## src/rtl/acq_corr_sequencer_if.sv

```systemverilog
// Control and datapath-side signals between the acquisition engine, the
// adder-tree match-bit source and the correlation segment sequencer.
interface acq_corr_sequencer_if #(
  parameter int SEG_W  = 2,
  parameter int ONES_W = 10,
  parameter int RES_W  = 11
);
  logic              start;
  logic [SEG_W-1:0]  seg_num;
  logic              abort;
  logic              busy;
  logic              tree_in_en;
  logic [SEG_W-1:0]  seg_sel;
  logic [8:0]        tree_out;
  logic              result_valid;
  logic [ONES_W-1:0] ones_cnt;
  logic [RES_W-1:0]  result;

  modport master (
    output start, seg_num, abort, tree_out,
    input  busy, tree_in_en, seg_sel, result_valid, ones_cnt, result
  );

  modport slave (
    input  start, seg_num, abort, tree_out,
    output busy, tree_in_en, seg_sel, result_valid, ones_cnt, result
  );
endinterface

```

## src/rtl/acq_corr_sequencer.sv

```systemverilog
// Steps the shared 341-input adder tree over up to 3 segments and sums the
// partial ones counts into a total count and a bipolar correlation value.
//
// state | meaning
// IDLE  | waiting for a start with a legal segment count
// ISSUE | one segment select per cycle to the match-bit source
// DRAIN | two cycles for the last tree sums to come out of the pipeline
// DONE  | one-cycle result_valid pulse
module acq_corr_sequencer #(
  parameter int SEG_W    = 2,
  parameter int MAX_SEG  = 3,
  parameter int SEG_BITS = 341,
  parameter int ONES_W   = 10,
  parameter int RES_W    = 11
) (
  input logic clk,
  input logic rst_b,
  acq_corr_sequencer_if.slave bus
);

  typedef enum logic [1:0] {S_IDLE, S_ISSUE, S_DRAIN, S_DONE} state_t;

  state_t            state;
  logic [SEG_W-1:0]  seg_n;
  logic [SEG_W-1:0]  seg_sel_r;
  logic              tree_en_r;
  logic              busy_r;
  logic              valid_r;
  logic              drain_cnt;
  logic              v0, v1;
  logic [ONES_W-1:0] acc;
  logic [ONES_W-1:0] acc_next;
  logic [RES_W-1:0]  res_r;
  logic [RES_W-1:0]  seg_total;
  logic              start_ok;

  assign start_ok  = bus.start && (bus.seg_num != '0) && (int'(bus.seg_num) <= MAX_SEG);
  assign acc_next  = v1 ? (acc + ONES_W'(bus.tree_out)) : acc;
  assign seg_total = RES_W'(SEG_BITS * int'(seg_n));

  always_ff @(posedge clk or negedge rst_b) begin
    if (!rst_b) begin
      state     <= S_IDLE;
      seg_n     <= '0;
      seg_sel_r <= '0;
      tree_en_r <= 1'b0;
      busy_r    <= 1'b0;
      valid_r   <= 1'b0;
      drain_cnt <= 1'b0;
      v0        <= 1'b0;
      v1        <= 1'b0;
      acc       <= '0;
      res_r     <= '0;
    end else begin
      v0      <= tree_en_r;
      v1      <= v0;
      acc     <= acc_next;
      valid_r <= 1'b0;
      if (bus.abort) begin
        // abort beats start and discards any sums still in flight
        state     <= S_IDLE;
        busy_r    <= 1'b0;
        tree_en_r <= 1'b0;
        seg_sel_r <= '0;
        drain_cnt <= 1'b0;
        v0        <= 1'b0;
        v1        <= 1'b0;
      end else begin
        case (state)
          S_IDLE: begin
            if (start_ok) begin
              seg_n     <= bus.seg_num;
              acc       <= '0;
              res_r     <= '0;
              seg_sel_r <= '0;
              tree_en_r <= 1'b1;
              busy_r    <= 1'b1;
              state     <= S_ISSUE;
            end
          end
          S_ISSUE: begin
            if (seg_sel_r == seg_n - 1'b1) begin
              tree_en_r <= 1'b0;
              seg_sel_r <= '0;
              drain_cnt <= 1'b0;
              state     <= S_DRAIN;
            end else begin
              seg_sel_r <= seg_sel_r + 1'b1;
            end
          end
          S_DRAIN: begin
            drain_cnt <= 1'b1;
            if (drain_cnt) begin
              // last tree sum lands on this edge, so build the result from acc_next
              res_r   <= RES_W'({acc_next, 1'b0}) - seg_total;
              valid_r <= 1'b1;
              state   <= S_DONE;
            end
          end
          S_DONE: begin
            busy_r <= 1'b0;
            state  <= S_IDLE;
          end
          default: state <= S_IDLE;
        endcase
      end
    end
  end

  assign bus.busy         = busy_r;
  assign bus.tree_in_en   = tree_en_r;
  assign bus.seg_sel      = seg_sel_r;
  assign bus.result_valid = valid_r;
  assign bus.ones_cnt     = acc;
  assign bus.result       = res_r;

endmodule

```

## src/flat_wrapper.sv

```systemverilog
// flat-port wrapper written by rule: the top's interface ports become plain ports
module acq_corr_sequencer_flat 
#(
  parameter int SEG_W    = 2,
  parameter int MAX_SEG  = 3,
  parameter int SEG_BITS = 341,
  parameter int ONES_W   = 10,
  parameter int RES_W    = 11
)
  (clk, rst_b, bus_start, bus_seg_num, bus_abort, bus_tree_out, bus_busy, bus_tree_in_en, bus_seg_sel, bus_result_valid, bus_ones_cnt, bus_result);
  acq_corr_sequencer_if #(.SEG_W(SEG_W), .ONES_W(ONES_W), .RES_W(RES_W)) bus_i ();
  input logic clk;
  input logic rst_b;
  input wire logic [$bits(bus_i.start)-1:0] bus_start;
  input wire logic [$bits(bus_i.seg_num)-1:0] bus_seg_num;
  input wire logic [$bits(bus_i.abort)-1:0] bus_abort;
  input wire logic [$bits(bus_i.tree_out)-1:0] bus_tree_out;
  output wire logic [$bits(bus_i.busy)-1:0] bus_busy;
  output wire logic [$bits(bus_i.tree_in_en)-1:0] bus_tree_in_en;
  output wire logic [$bits(bus_i.seg_sel)-1:0] bus_seg_sel;
  output wire logic [$bits(bus_i.result_valid)-1:0] bus_result_valid;
  output wire logic [$bits(bus_i.ones_cnt)-1:0] bus_ones_cnt;
  output wire logic [$bits(bus_i.result)-1:0] bus_result;
  assign bus_i.start = bus_start;
  assign bus_i.seg_num = bus_seg_num;
  assign bus_i.abort = bus_abort;
  assign bus_i.tree_out = bus_tree_out;
  assign bus_busy = bus_i.busy;
  assign bus_tree_in_en = bus_i.tree_in_en;
  assign bus_seg_sel = bus_i.seg_sel;
  assign bus_result_valid = bus_i.result_valid;
  assign bus_ones_cnt = bus_i.ones_cnt;
  assign bus_result = bus_i.result;
  acq_corr_sequencer #(.SEG_W(SEG_W), .MAX_SEG(MAX_SEG), .SEG_BITS(SEG_BITS), .ONES_W(ONES_W), .RES_W(RES_W)) u_core (.clk(clk), .rst_b(rst_b), .bus(bus_i));
endmodule
```

## config.mk

```make
export PLATFORM = sky130hd
export DESIGN_NAME = acq_corr_sequencer_flat
export DESIGN_NICKNAME = d
export VERILOG_FILES = /design/src/rtl/acq_corr_sequencer_if.sv /design/src/rtl/acq_corr_sequencer.sv /design/src/flat_wrapper.sv
export SDC_FILE = /design/constraint.sdc
export NUM_CORES = 1
export LEC_CHECK = 0
export BUFFER_PORTS_ARGS = -buffer_cell sky130_fd_sc_hd__clkbuf_2
export CORE_MARGIN = 1
export CORE_UTILIZATION = 51
export DETAILED_ROUTE_END_ITERATION = 10
export PLACE_DENSITY = 0.84
export SYNTH_ARGS = -nofsm -noshare
export SYNTH_HDL_FRONTEND = slang
export SYNTH_SLANG_ARGS = --single-unit
```

## constraint.sdc

```tcl
create_clock -name clk -period 3.3 [get_ports clk]
set_input_delay 0.165 -clock clk [delete_from_list [all_inputs] [get_ports clk]]
set_output_delay 0.165 -clock clk [all_outputs]
set_load 0.005 [all_outputs]
```

* Word-level counts from Yosys, hierarchy flattened
Index checks and enable logic that the tools add are counted.
** Storage, ports and cells
- Memories kept :: 0
- Logic and storage cells :: 69
- Bits in registers :: 33
- Bits in latches :: 0
- ROM bits :: 0
- RAM bits :: 0
** Cells by class
- Div/mod/pow operators :: 0
- Muxes and demuxes :: 29
- Reductions and logical operators :: 14
- Add/subtract/negate cells :: 4
- Multipliers :: 1
- Shift operators :: 0
- Equal/unequal tests :: 9
- Bitwise logic cells :: 1
- Magnitude comparators :: 0
** Operators with widths (count)
- $mux W10 :: 4
- $mux W11 :: 2
- $pmux W11 S2 :: 1
- $mux W2 :: 7
- $mul A9 B2 Y11 const A :: 1
- $sub A11 B11 Y11 :: 1
- $add A10 B9 Y10 :: 1
- $mux W1 :: 10
- $ne A3 B2 Y1 const B :: 3
- $reduce_and A3 Y1 :: 3
- $reduce_bool A3 Y1 :: 3
- $pmux W2 S4 :: 1
- $pmux W1 S2 :: 3
- $reduce_and A2 Y1 :: 3
- $eq A2 B2 Y1 const B :: 2
- $ne A2 B1 Y1 const B :: 2
- $pmux W2 S2 :: 1
- $reduce_and A4 Y1 :: 1
- $reduce_bool A2 Y1 :: 2
- $add A2 B1 Y2 const B :: 1
- $eq A2 B1 Y1 const B :: 1
- $eq A2 B2 Y1 :: 1
- $logic_not A2 Y1 :: 1
- $sub A2 B1 Y2 const B :: 1
- other kinds (2) :: 2

* Longest topological paths before layout
- Word-level depth :: 5
- Gate-level depth with buffers :: 17
- Depth with buffers taken out :: 17

* Worst setup path after synthesis
Ideal clock, no wire load.
- Path kind :: reg2reg
- Start :: reg u_core.acc[0] (netlist: u_core.bus.ones_cnt[0])
- End :: reg u_core.res_r[10] (netlist: u_core.bus.result[10])
- Setup time :: 76 ps
- Data arrival time :: 3440 ps
- Data required time :: 3224 ps
- Path slack :: -217 ps
- Path buffers :: 0
- Stages on the path, launching flop included :: 18
- Cells stage by stage :: dfrtp_1 > ha_1 > inv_1 > fa_1 > nor2b_1 > o21a_1 > o21a_1 > o21ai_0 > a211oi_1 > nor3_1 > ha_1 > inv_1 > ha_1 > a211oi_1 > nand3_1 > a41oi_1 > xnor3_1 > o21ai_1
** On the way
- Cells in the longest elaborated chain, start to end :: 5
** RTL lines
- start: declaration :: RTL line acq_corr_sequencer.sv:31 : logic [ONES_W-1:0] acc;
- start signal: assignment :: RTL line acq_corr_sequencer.sv:57 : acc <= acc_next;
- $add A10 B9 Y10 :: RTL line acq_corr_sequencer.sv:38 : assign acc_next = v1 ? (acc + ONES_W'(bus.tree_out)) : acc;
- $mux W10 * :: RTL line acq_corr_sequencer.sv:38
- $sub A11 B11 Y11 * :: RTL line acq_corr_sequencer.sv:95 : res_r <= RES_W'({acc_next, 1'b0}) - seg_total;
- $mux W11 * :: RTL line acq_corr_sequencer.sv:93 : if (drain_cnt) begin
- $pmux W11 S2 * :: RTL line acq_corr_sequencer.sv:69 : case (state)
- end signal: assignment :: RTL line acq_corr_sequencer.sv:95
- end: declaration :: RTL line acq_corr_sequencer.sv:33 : logic [RES_W-1:0] res_r;
Every way passes the cells marked *; elsewhere a longest branch is shown, timed or not. The select of a mux whose other input is x is not followed.
A chain may end at the register's enable or synchronous reset.

* Worst setup path in the final report
Ends and elaborated chain as after synthesis.

==> results by group <==
Synthesis
  – Area fraction of the dominant cell type after synthesis: 34.54%
  – Post-synth ARST share: 100.0%
  – Ys Warns: 0
  – Mean Syn Cell Area: 8.955 um2
  – Top cells by area, synth: dfrtp_1 (35%), ha_1 (17%), inv_1 (4.9%), a21oi_1 (3.8%), nand2_1 (3.6%)
  – Post-synth top cells: dfrtp_1 (33), ha_1 (32), inv_1 (31), nand2_1 (23), nor2_1 (21)
  – Most common cell in the netlist: dfrtp_1
  – Synthesis-stage register bit count: 33
  – Syn_nets: 316
  – Synthesized area: 2391 um2
  – Post-synthesis sequential area ratio: 34.54%
  – Largest area contributor in the netlist: dfrtp_1
  – Synth unique cells: 44
  – Synth Flop Type: dfrtp_1
  – Post-synth EDFFs: 0
  – Synth Instances: 267

Power and ir drop
  – Static Leak: 0.001523 uW
  – Peak VDD IR: 0.5883 mV
  – Pwr Density: 1256 nW/um2

Timing
  – Final min period: 3335 ps
  – Clock Skew: 5.945 ps
  – Hold slack: -27.57 ps
  – Fmax: 299.8 MHz
  – RSZ-0062 raised after global routing: yes
  – Max-slew violations: 0
  – Final WS setup: -35.29 ps
  – Period utilisation layout: 101.1%
  – Slew margin rel.: 43.94%
  – Worst Tran Pin Value: 841.0 ps
  – Hold violation count in the final report: 33
  – Setup-failing EPs final: 1

Run status
  – Status: finished, violations left
  – Failing checks: design-rule violations, negative hold slack, negative setup slack

Final layout
  – Layout Cells excl Fill: 375
  – Share of layout cells above drive strength 1: 25.70%
  – # nets final: 372
  – P&R area growth vs syn: 22.40%
  – ANT cells: 0
  – Final instance area: 2927 um2

Clock network
  – TritonCTS clock tree: done
  – Clk root buf: clkbuf_8
  – Num CTS Buffers: 5
  – Worst-path clk slew: 70 ps
  – Clk buf depth: 2
  – Sink Count: 33
  – Worst-skew pair later-pin latency: 280 ps
  – CTS hold repair buffers: 0
  – H-tree depth: 2

Hold path
  – HP Class: in2async

Critical path
  – Critical Path Max Stage Delay: 380 ps
  – CP top delay family: compound AO/OA/AOI/OAI gates
  – CP Capture Type: flop
  – CP Buf/Inv Count: 4
  – Crit path kind: reg2reg
  – Reg2reg start: u_core.bus.ones_cnt[0]
  – R2R Path End: u_core.bus.result[10]
  – Maximum fanout along the worst path: 3
  – Reg2Reg Depth: 17
  – Worst path cell trace: ha_2 -> inv_2 -> fa_2 -> nor2b_2 -> o21a_1 -> o21a_1 -> buf_4 -> buf_4 -> o2111a_1 -> a211oi_2 -> ha_1 -> inv_1 -> ha_1 -> a21o_1 -> a41oi_2 -> xnor3_1 -> o21ai_1
  – Reg2Reg Setup Slack: -40 ps
  – Slowest CP cell: dfrtp_1
  – Worst EP required: 3510 ps
  – CP arrival: 3540 ps
  – Startpoint class of the critical path: flop

Floorplanning
  – Die area: 4966 um2
  – Die Y: 70.47 um
  – FP Rows: 24
  – Io pins: 41
  – Starting Density: 53.80%
  – Die width: 70.47 um
  – Core area: 4444 um2

Drt
  – Final ANT Viol Nets: 0
  – Drt pass-1 iters: 7
  – Residual DRC: 8
  – Vias: 2115
  – Total Wirelength: 5214 um
  – Drt wl/cell: 13.90 um
  – Initial DRC Count: 91
  – Via density: 5.640

Global routing
  – Remaining Overflow, GRT: 0
  – Initial antenna violation count: 0
  – Total track usage: 22.02%
  – Via count of the first global-routing pass: 2017
  – Largest net degree at the start of global routing: 34
  – First-pass GRT wire length: 8556 um

Place
  – I/O Buffers: 40
  – Placed cells: 362
  – Cell area after placement: 2716 um2
  – Setup WS pre-CTS: -136.4 ps
  – DPL Wire Length: 3763 um
  – Routability cong.: 0.8900

Flow run
  – Max Cap Violations: 0
## cells by family after synthesis
kind of cell | count (synthesis) | synth area share (%)
AND/OR/NAND/NOR | 79 | 15.86
AO/OA/AOI/OAI | 67 | 18.00
buffers and inverters | 36 | 5.703
adder cells (fa/ha/maj) | 34 | 18.42
flip-flops | 33 | 34.54
XOR/XNOR | 13 | 5.337
multiplexers | 5 | 2.146
## cell usage in the layout, fill, tap and decap left out, types with 3 or more instances in the layout
cell	synthesis	final
o21ai_0	16	13
buf_4	0	12
nor2b_1	9	8
nor3_1	7	6
clkbuf_8	0	6
nor3b_1	3	3
dfrtp_1	33	33
o31ai_1	6	6
mux2i_1	4	4
clkbuf_2	0	40
ha_1	32	29
xor2_1	8	8
a21oi_1	18	16
a21o_1	6	6
o21ai_1	3	3
o21ai_2	1	4
nor2_1	21	21
nand2_1	23	23
nand3_1	4	3
inv_1	31	28
xnor2_1	4	4
inv_2	0	3
and3_1	4	4
## per-stage QoR
| step | hold slack (ps) | TNS (ps) | total power [uW] | util [%] |
|---|---|---|---|---|
| 6_report | -27.57 | -35.29 | 3675 | 65.85 |
| 5_1_grt | 49.74 | -769.2 | 4027 | 65.85 |
| 4_1_cts | 5.520 | -30.16 | 3383 | 64.44 |
| 3_5_place_dp | 310.7 | -169.5 | 2966 | 61.12 |
| 3_3_place_gp | 301.1 | 0 | 2900 | 61.12 |
| 2_1_floorplan | -130.6 | 0 | 2362 | - |
## layer usage
layer	global-route usage, %	wire (um)
met4	9.070	125
met5	0	0
met1	25.97	2245
met3	4.473	211
met2	38.83	2632
## area by class of cell
cell class	count	area (um2)
repair buffers	54	312.8
flip-flops and latches	33	825.8
fillers	380	1518
clock buffers	7	86.33
well taps	52	65.06
inverters	31	116.4
multi-input cells	198	1520
## sequential cells by signal (all words and copies together) (netlist names)
signal	cells
u_core.bus.busy	1
u_core.seg_n	2
u_core.state	2
u_core.bus.seg_sel	2
u_core.bus.result_valid	1
u_core.bus.tree_in_en	1
u_core.drain_cnt	1
u_core.bus.ones_cnt	10
u_core.bus.result	11
u_core.v1	1
u_core.v0	1
## power breakdown
group | switching [uW] | internal (uW)
logic | 1400 | 1280
registers | 139 | 557
clock network | 142 | 165
## how the worst max path moves through the flow
stage / depth (start not counted) / to / slack, ps / start
2_1_floorplan: 17 / u_core.bus.result[10] / 90 / u_core.bus.ones_cnt[0]
3_3_place_gp: 17 / u_core.bus.result[10] / 20 / u_core.bus.ones_cnt[0]
3_5_place_dp: 17 / u_core.bus.result[10] / -140 / u_core.bus.ones_cnt[0]
4_1_cts: 17 / u_core.bus.result[10] / -30 / u_core.bus.ones_cnt[0]
5_1_grt: 17 / u_core.bus.result[10] / -230 / u_core.bus.ones_cnt[0]
6_report: 17 / u_core.bus.result[10] / -40 / u_core.bus.ones_cnt[0]
## timing repair
action / 4_1_cts / 5_1_grt
cloned: 0 / 0
resized for setup: 10 / 13
buffers inserted: 4 / 2
pin swaps: 8 / 18
setup endpoints to repair: 3 / 4
Power figures use the tool's default switching activity.
